File: config.mk
export PLATFORM = sky130hd
export DESIGN_NAME = nor_logic_unit_flat
export DESIGN_NICKNAME = d
export VERILOG_FILES = /design/src/rtl/nor_logic_unit_if.sv /design/src/rtl/nor_logic_unit.sv /design/src/flat_wrapper.sv
export SDC_FILE = /design/constraint.sdc
export NUM_CORES = 1
export LEC_CHECK = 0
export CORE_AREA = 4 4 63 65
export CTS_BUF_LIST = sky130_fd_sc_hd__clkbuf_4 sky130_fd_sc_hd__clkbuf_8
export CTS_CLUSTER_DIAMETER = 150
export DETAILED_ROUTE_END_ITERATION = 8
export DIE_AREA = 0 0 67 69
export GPL_TIMING_DRIVEN = 0
export PLACE_DENSITY = 0.79
export SLEW_MARGIN = 5
export SYNTH_ARGS = -nofsm -noshare
export SYNTH_HDL_FRONTEND = slang
export SYNTH_SLANG_ARGS = --single-unit
File: constraint.sdc
create_clock -name clk -period 2.8 [get_ports clk]
set_input_delay 0.56 -clock clk [delete_from_list [all_inputs] [get_ports clk]]
set_output_delay 0.56 -clock clk [all_outputs]
set_load 0.02 [all_outputs]
File: src/rtl/nor_logic_unit_if.sv
// Handshake and data bundle for the NOR logic unit.
// The producer/consumer side uses the master modport; the unit itself uses slave.
interface nor_logic_unit_if #(
    parameter int WIDTH = 8
);
    logic             in_valid;
    logic             in_ready;
    logic [2:0]       op;
    logic             acc_mode;
    logic [WIDTH-1:0] a;
    logic [WIDTH-1:0] b;
    logic             out_valid;
    logic             out_ready;
    logic [WIDTH-1:0] y;
    logic             zero;
    logic [WIDTH-1:0] acc_q;

    modport master (
        output in_valid, op, acc_mode, a, b, out_ready,
        input  in_ready, out_valid, y, zero, acc_q
    );

    modport slave (
        input  in_valid, op, acc_mode, a, b, out_ready,
        output in_ready, out_valid, y, zero, acc_q
    );
endinterface

File: src/rtl/nor_logic_unit.sv
// Registered bitwise logic stage: eight functions built only from 2-input NOR
// gates, one-deep output register with valid/ready backpressure, and an
// accumulator that can stand in for operand A and capture the result.
module nor_logic_unit #(
    parameter int          WIDTH    = 8,
    parameter int unsigned ACC_INIT = 0
) (
    input logic             clk,
    input logic             rst,
    nor_logic_unit_if.slave bus
);
    localparam logic [WIDTH-1:0] ACC_INIT_W = WIDTH'(ACC_INIT);

    logic [WIDTH-1:0] r_y;
    logic             r_zero;
    logic             r_out_valid;
    logic [WIDTH-1:0] r_acc;

    logic             w_in_ready;
    logic             w_accept;
    logic [WIDTH-1:0] w_a_sel;
    logic [WIDTH-1:0] w_and;
    logic [WIDTH-1:0] w_or;
    logic [WIDTH-1:0] w_not_a;
    logic [WIDTH-1:0] w_nand;
    logic [WIDTH-1:0] w_xor;
    logic [WIDTH-1:0] w_xnor;
    logic [WIDTH-1:0] w_nor;
    logic [WIDTH-1:0] w_pass;
    logic [WIDTH-1:0] w_y_next;

    function automatic logic nor2(input logic x, input logic z);
        return ~(x | z);
    endfunction

    // The output slot frees up either when empty or when it drains this cycle.
    assign w_in_ready = !r_out_valid || bus.out_ready;
    assign w_accept   = bus.in_valid && w_in_ready;
    assign w_a_sel    = bus.acc_mode ? r_acc : bus.a;

    // Per-bit NOR network producing every candidate function in parallel.
    for (genvar gi = 0; gi < WIDTH; gi++) begin : g_bit
        logic w_na;
        logic w_nb;
        logic w_nab;
        logic w_n2;
        logic w_n3;
        logic w_xn;

        assign w_na  = nor2(w_a_sel[gi], w_a_sel[gi]);
        assign w_nb  = nor2(bus.b[gi], bus.b[gi]);
        assign w_nab = nor2(w_a_sel[gi], bus.b[gi]);
        // w_n2 = ~A & B, w_n3 = A & ~B; NOR of the two is XNOR.
        assign w_n2  = nor2(w_a_sel[gi], w_nab);
        assign w_n3  = nor2(bus.b[gi], w_nab);
        assign w_xn  = nor2(w_n2, w_n3);

        assign w_and[gi]   = nor2(w_na, w_nb);
        assign w_or[gi]    = nor2(w_nab, w_nab);
        assign w_not_a[gi] = w_na;
        assign w_nand[gi]  = nor2(w_and[gi], w_and[gi]);
        assign w_xnor[gi]  = w_xn;
        assign w_xor[gi]   = nor2(w_xn, w_xn);
        assign w_nor[gi]   = w_nab;
        assign w_pass[gi]  = nor2(w_na, w_na);
    end

    // Function select.
    always_comb begin
        w_y_next = '0;
        case (bus.op)
            3'd0:    w_y_next = w_and;
            3'd1:    w_y_next = w_or;
            3'd2:    w_y_next = w_not_a;
            3'd3:    w_y_next = w_nand;
            3'd4:    w_y_next = w_xor;
            3'd5:    w_y_next = w_xnor;
            3'd6:    w_y_next = w_nor;
            3'd7:    w_y_next = w_pass;
            default: w_y_next = '0;
        endcase
    end

    // Output register, zero flag and accumulator; reset wins over an accept.
    always_ff @(posedge clk) begin
        if (rst) begin
            r_out_valid <= 1'b0;
            r_y         <= '0;
            r_zero      <= 1'b0;
            r_acc       <= ACC_INIT_W;
        end else if (w_accept) begin
            r_out_valid <= 1'b1;
            r_y         <= w_y_next;
            r_zero      <= (w_y_next == '0);
            if (bus.acc_mode) begin
                r_acc <= w_y_next;
            end
        end else if (bus.out_ready) begin
            r_out_valid <= 1'b0;
        end
    end

    assign bus.in_ready  = w_in_ready;
    assign bus.out_valid = r_out_valid;
    assign bus.y         = r_y;
    assign bus.zero      = r_zero;
    assign bus.acc_q     = r_acc;
endmodule

File: src/flat_wrapper.sv
// flat-port wrapper written by rule: the top's interface ports become plain ports
module nor_logic_unit_flat 
#(
    parameter int          WIDTH    = 8,
    parameter int unsigned ACC_INIT = 0
)
  (clk, rst, bus_in_valid, bus_op, bus_acc_mode, bus_a, bus_b, bus_out_ready, bus_in_ready, bus_out_valid, bus_y, bus_zero, bus_acc_q);
  nor_logic_unit_if #(.WIDTH(WIDTH)) bus_i ();
  input logic clk;
  input logic rst;
  input wire logic [$bits(bus_i.in_valid)-1:0] bus_in_valid;
  input wire logic [$bits(bus_i.op)-1:0] bus_op;
  input wire logic [$bits(bus_i.acc_mode)-1:0] bus_acc_mode;
  input wire logic [$bits(bus_i.a)-1:0] bus_a;
  input wire logic [$bits(bus_i.b)-1:0] bus_b;
  input wire logic [$bits(bus_i.out_ready)-1:0] bus_out_ready;
  output wire logic [$bits(bus_i.in_ready)-1:0] bus_in_ready;
  output wire logic [$bits(bus_i.out_valid)-1:0] bus_out_valid;
  output wire logic [$bits(bus_i.y)-1:0] bus_y;
  output wire logic [$bits(bus_i.zero)-1:0] bus_zero;
  output wire logic [$bits(bus_i.acc_q)-1:0] bus_acc_q;
  assign bus_i.in_valid = bus_in_valid;
  assign bus_i.op = bus_op;
  assign bus_i.acc_mode = bus_acc_mode;
  assign bus_i.a = bus_a;
  assign bus_i.b = bus_b;
  assign bus_i.out_ready = bus_out_ready;
  assign bus_in_ready = bus_i.in_ready;
  assign bus_out_valid = bus_i.out_valid;
  assign bus_y = bus_i.y;
  assign bus_zero = bus_i.zero;
  assign bus_acc_q = bus_i.acc_q;
  nor_logic_unit #(.WIDTH(WIDTH), .ACC_INIT(ACC_INIT)) u_core (.clk(clk), .rst(rst), .bus(bus_i));
endmodule
==> qor.yml, run 1 <==
grt_usage_pct: 18.1
combPwrFrac_pct: 43.0
die_x_um: 67
clkLatencyLatePin_ns: 0.30
tns_ns: 0
synth_ff_type: "dfxtp_1"
ys_types: 42
final_util_pct: 62.9
worstPathRequired_ns: 3.04
syn_nets: 260
drt-wirelength-per-cell_um: 13.6
synth.ff_latch_count: 18
postCtsHoldBufs: 0
gr-total-overflow: 0
grt_setup_unrepaired: "no"
fillerInstances: 332
status: "completed"
path_clk_slew_ns: 0.10
ios: 43
finalSetupViolCount: 0
p_sw_share_pct: 35.4
hp-class: "flop to flop"
finClkSkew_ns: 0.00221
regArea_sq_um: 360
grt_pass1_vias: 1536
worstPathArrival_ns: 2.78
p_leak_nw: 0.883
finalMaxSlewViolations: 0
cp-end-kind: "flop"
cp_max_fo: 4
cts_setup_buffers: 0
antenna_found_initial: 0
p_seq_share_pct: 39.2
dr.pass1.iters: 4
grt_max_degree: 11
critPathKind: "input port to flop"
synthArstFlopShare_pct: 0
fp.coreArea_sq_mm: 0.00334
final_cell_mix: "clkdlybuf4s50_1 (38), nand2_1 (27), a21oi_1 (22)"
period_share_pct: 90.7
hpwl_mm: 3.26
vdd_ir_drop_max_uv: 334
cts_made_buffers: 3
synth_area_sq_mm: 0.00164
synth_seq_area_share_pct: 22.0
wl_met2_mm: 2.05
avgViaCountPerCell: 5.46
initial_utilization_pct: 49.1
worst_slew_pin_slew_ns: 0.494
htreeDepth: 1
final_common_cell: "clkdlybuf4s50_1"
drt_iter0_drc: 112
cts_resized: 0
slew_headroom_pct: 66.9
start_kind: "input port"
nets: 303
drt-total-wl_mm: 4.19
gp_congestion: 0.788
grt_pass1_wl_mm: 6.81
finalHoldViolCount: 0
drv_cap: 0
powerDensity_mw_per_mm2: 347
syn_area_per_cell_sq_um: 7.44
drc_errors: 0
clockPowerShare_pct: 17.8
die_area_sq_mm: 0.00462
die_h_um: 69
clk_root_buffer_cell: "clkbuf_4"
portBuffers: 38
drive_gt1_share_pct: 8.05
area_growth_syn_to_layout_pct: 28.1
wl_met3_um: 193
dr.max_layer_used: "met4"
wl_met1_mm: 1.92
clk_path_buf_depth: 2
cell_internal_pwr_mw: 0.470
diodes: 0
cts_sinks: 18
ys_warn_count: 0
multi_input_area_sq_mm: 0.00111
rows: 21
post-route-min-period_ns: 2.54
num_vias: 1677
ant_nets: 0
synthCells: 220
synth_edf_count: 0
tritoncts: "yes"
clock.fmax_ghz: 0.394
switchingPower_mw: 0.258
==> synth_stat cells (3+ instances only) <==
cell | number | area [sq um]
a222oi_1 | 3 | 30.0
clkbuf_1 | 4 | 15.0
dfxtp_1 | 18 | 360
nor2_1 | 17 | 63.8
nor3b_1 | 5 | 37.5
o32a_1 | 4 | 40.0
nor3_1 | 4 | 20.0
a21oi_1 | 22 | 110
nand2_1 | 27 | 101
buf_2 | 10 | 50.1
o21ai_0 | 11 | 55.1
and3_1 | 4 | 25.0
ha_1 | 16 | 200
mux2_4 | 3 | 45.0
xor2_1 | 4 | 35.0
inv_1 | 20 | 75.1
a211oi_1 | 10 | 75.1
mux2i_1 | 5 | 50.1
==> layer usage <==
metal  global-route usage (%)  vias up
met1                     23.8      772
met5                        0        -
li1                         -      857
met2                     30.1       44
met4                     4.50        0
met3                     3.08        4
==> final cells by class <==
class	instances	area share, %
Timing Repair Buffer	38	18.1
Buffer	16	4.17
Multi-Input combinational cell	164	52.8
Clock buffer	3	1.07
Inverter	22	3.94
Sequential cell	18	17.2
Tap cell	46	2.74
==> path summary, 6_finish.rpt <==
kind / slack (ns) / depth (start not counted) / from / to
max: 0.26 / 11 / bus_a[6] / u_core.bus.zero$_SDFFE_PP0P_
min: 0.46 / 2 / u_core.bus.y[3]$_SDFFE_PP0P_ / u_core.bus.y[3]$_SDFFE_PP0P_
max reg2reg: 0.60 / 10 / u_core.bus.acc_q[6]$_SDFFE_PP0P_ / u_core.bus.zero$_SDFFE_PP0P_
min reg2reg: 0.46 / 2 / u_core.bus.y[3]$_SDFFE_PP0P_ / u_core.bus.y[3]$_SDFFE_PP0P_
==> worst max-delay path: stages <==
cell             delay (ns)
clkdlybuf4s50_1        0.40
mux2_4                 0.29
inv_1                  0.06
ha_1                   0.22
xor2_1                 0.14
a21oi_1                0.14
nor2_1                 0.05
o32a_1                 0.39
nor4_2                 0.31
nand2_1                0.08
o21ai_1                0.12
==> cell families (layout without fill, tap and decap cells) <==
kind of cell / count (synthesis) / count (layout) / synth area share, %
buffers and inverters: 38 / 79 / 10.4
DFF: 18 / 18 / 22.0
AOI/OAI and AO/OA: 59 / 59 / 22.9
muxes: 9 / 9 / 6.49
xor gates and xnor gates: 6 / 6 / 3.21
adders and majority gates: 16 / 16 / 12.2
and+or+nand+nor: 74 / 74 / 22.8
==> sequential cells by signal, summed over array words and instances (netlist names) <==
| signal | cells |
|---|---|
| u_core.bus.acc_q | 8 |
| u_core.bus.out_valid | 1 |
| u_core.bus.zero | 1 |
| u_core.bus.y | 8 |
==> stage by stage <==
stage	std cells	setup WS [ns]	hold slack, ns	total power [mW]	area [sq um]
after floorplan	220	0.352	0.535	0.494	1640
after global placement	304	-0.0421	0.448	0.597	2080
after detailed placement	304	-0.0358	0.456	0.602	2080
after CTS	307	0.248	0.467	0.729	2100
after global routing	307	0.0777	0.495	0.779	2100
final	307	0.259	0.460	0.728	2100
==> power groups by stage <==
stage | Sequential, mW | Combinational (mW) | Clock (mW)
4_1_cts | 0.285 | 0.313 | 0.131
3_5_place_dp | 0.291 | 0.311 | 0
2_1_floorplan | 0.312 | 0.181 | 0
5_1_grt | 0.288 | 0.345 | 0.147
6_report | 0.285 | 0.313 | 0.129
3_3_place_gp | 0.291 | 0.306 | 0
(Power assumes the default switching activity.)
==> run 2, diff against run 1 <==
--- a/config.mk
+++ b/config.mk
@@ -16,3 +16,4 @@
 export SYNTH_ARGS = -nofsm -noshare
 export SYNTH_HDL_FRONTEND = slang
 export SYNTH_SLANG_ARGS = --single-unit
+export TNS_END_PERCENT = 100
==> results of run 2 <==
Final layout, timing and power as in run 1 (identical DEF).
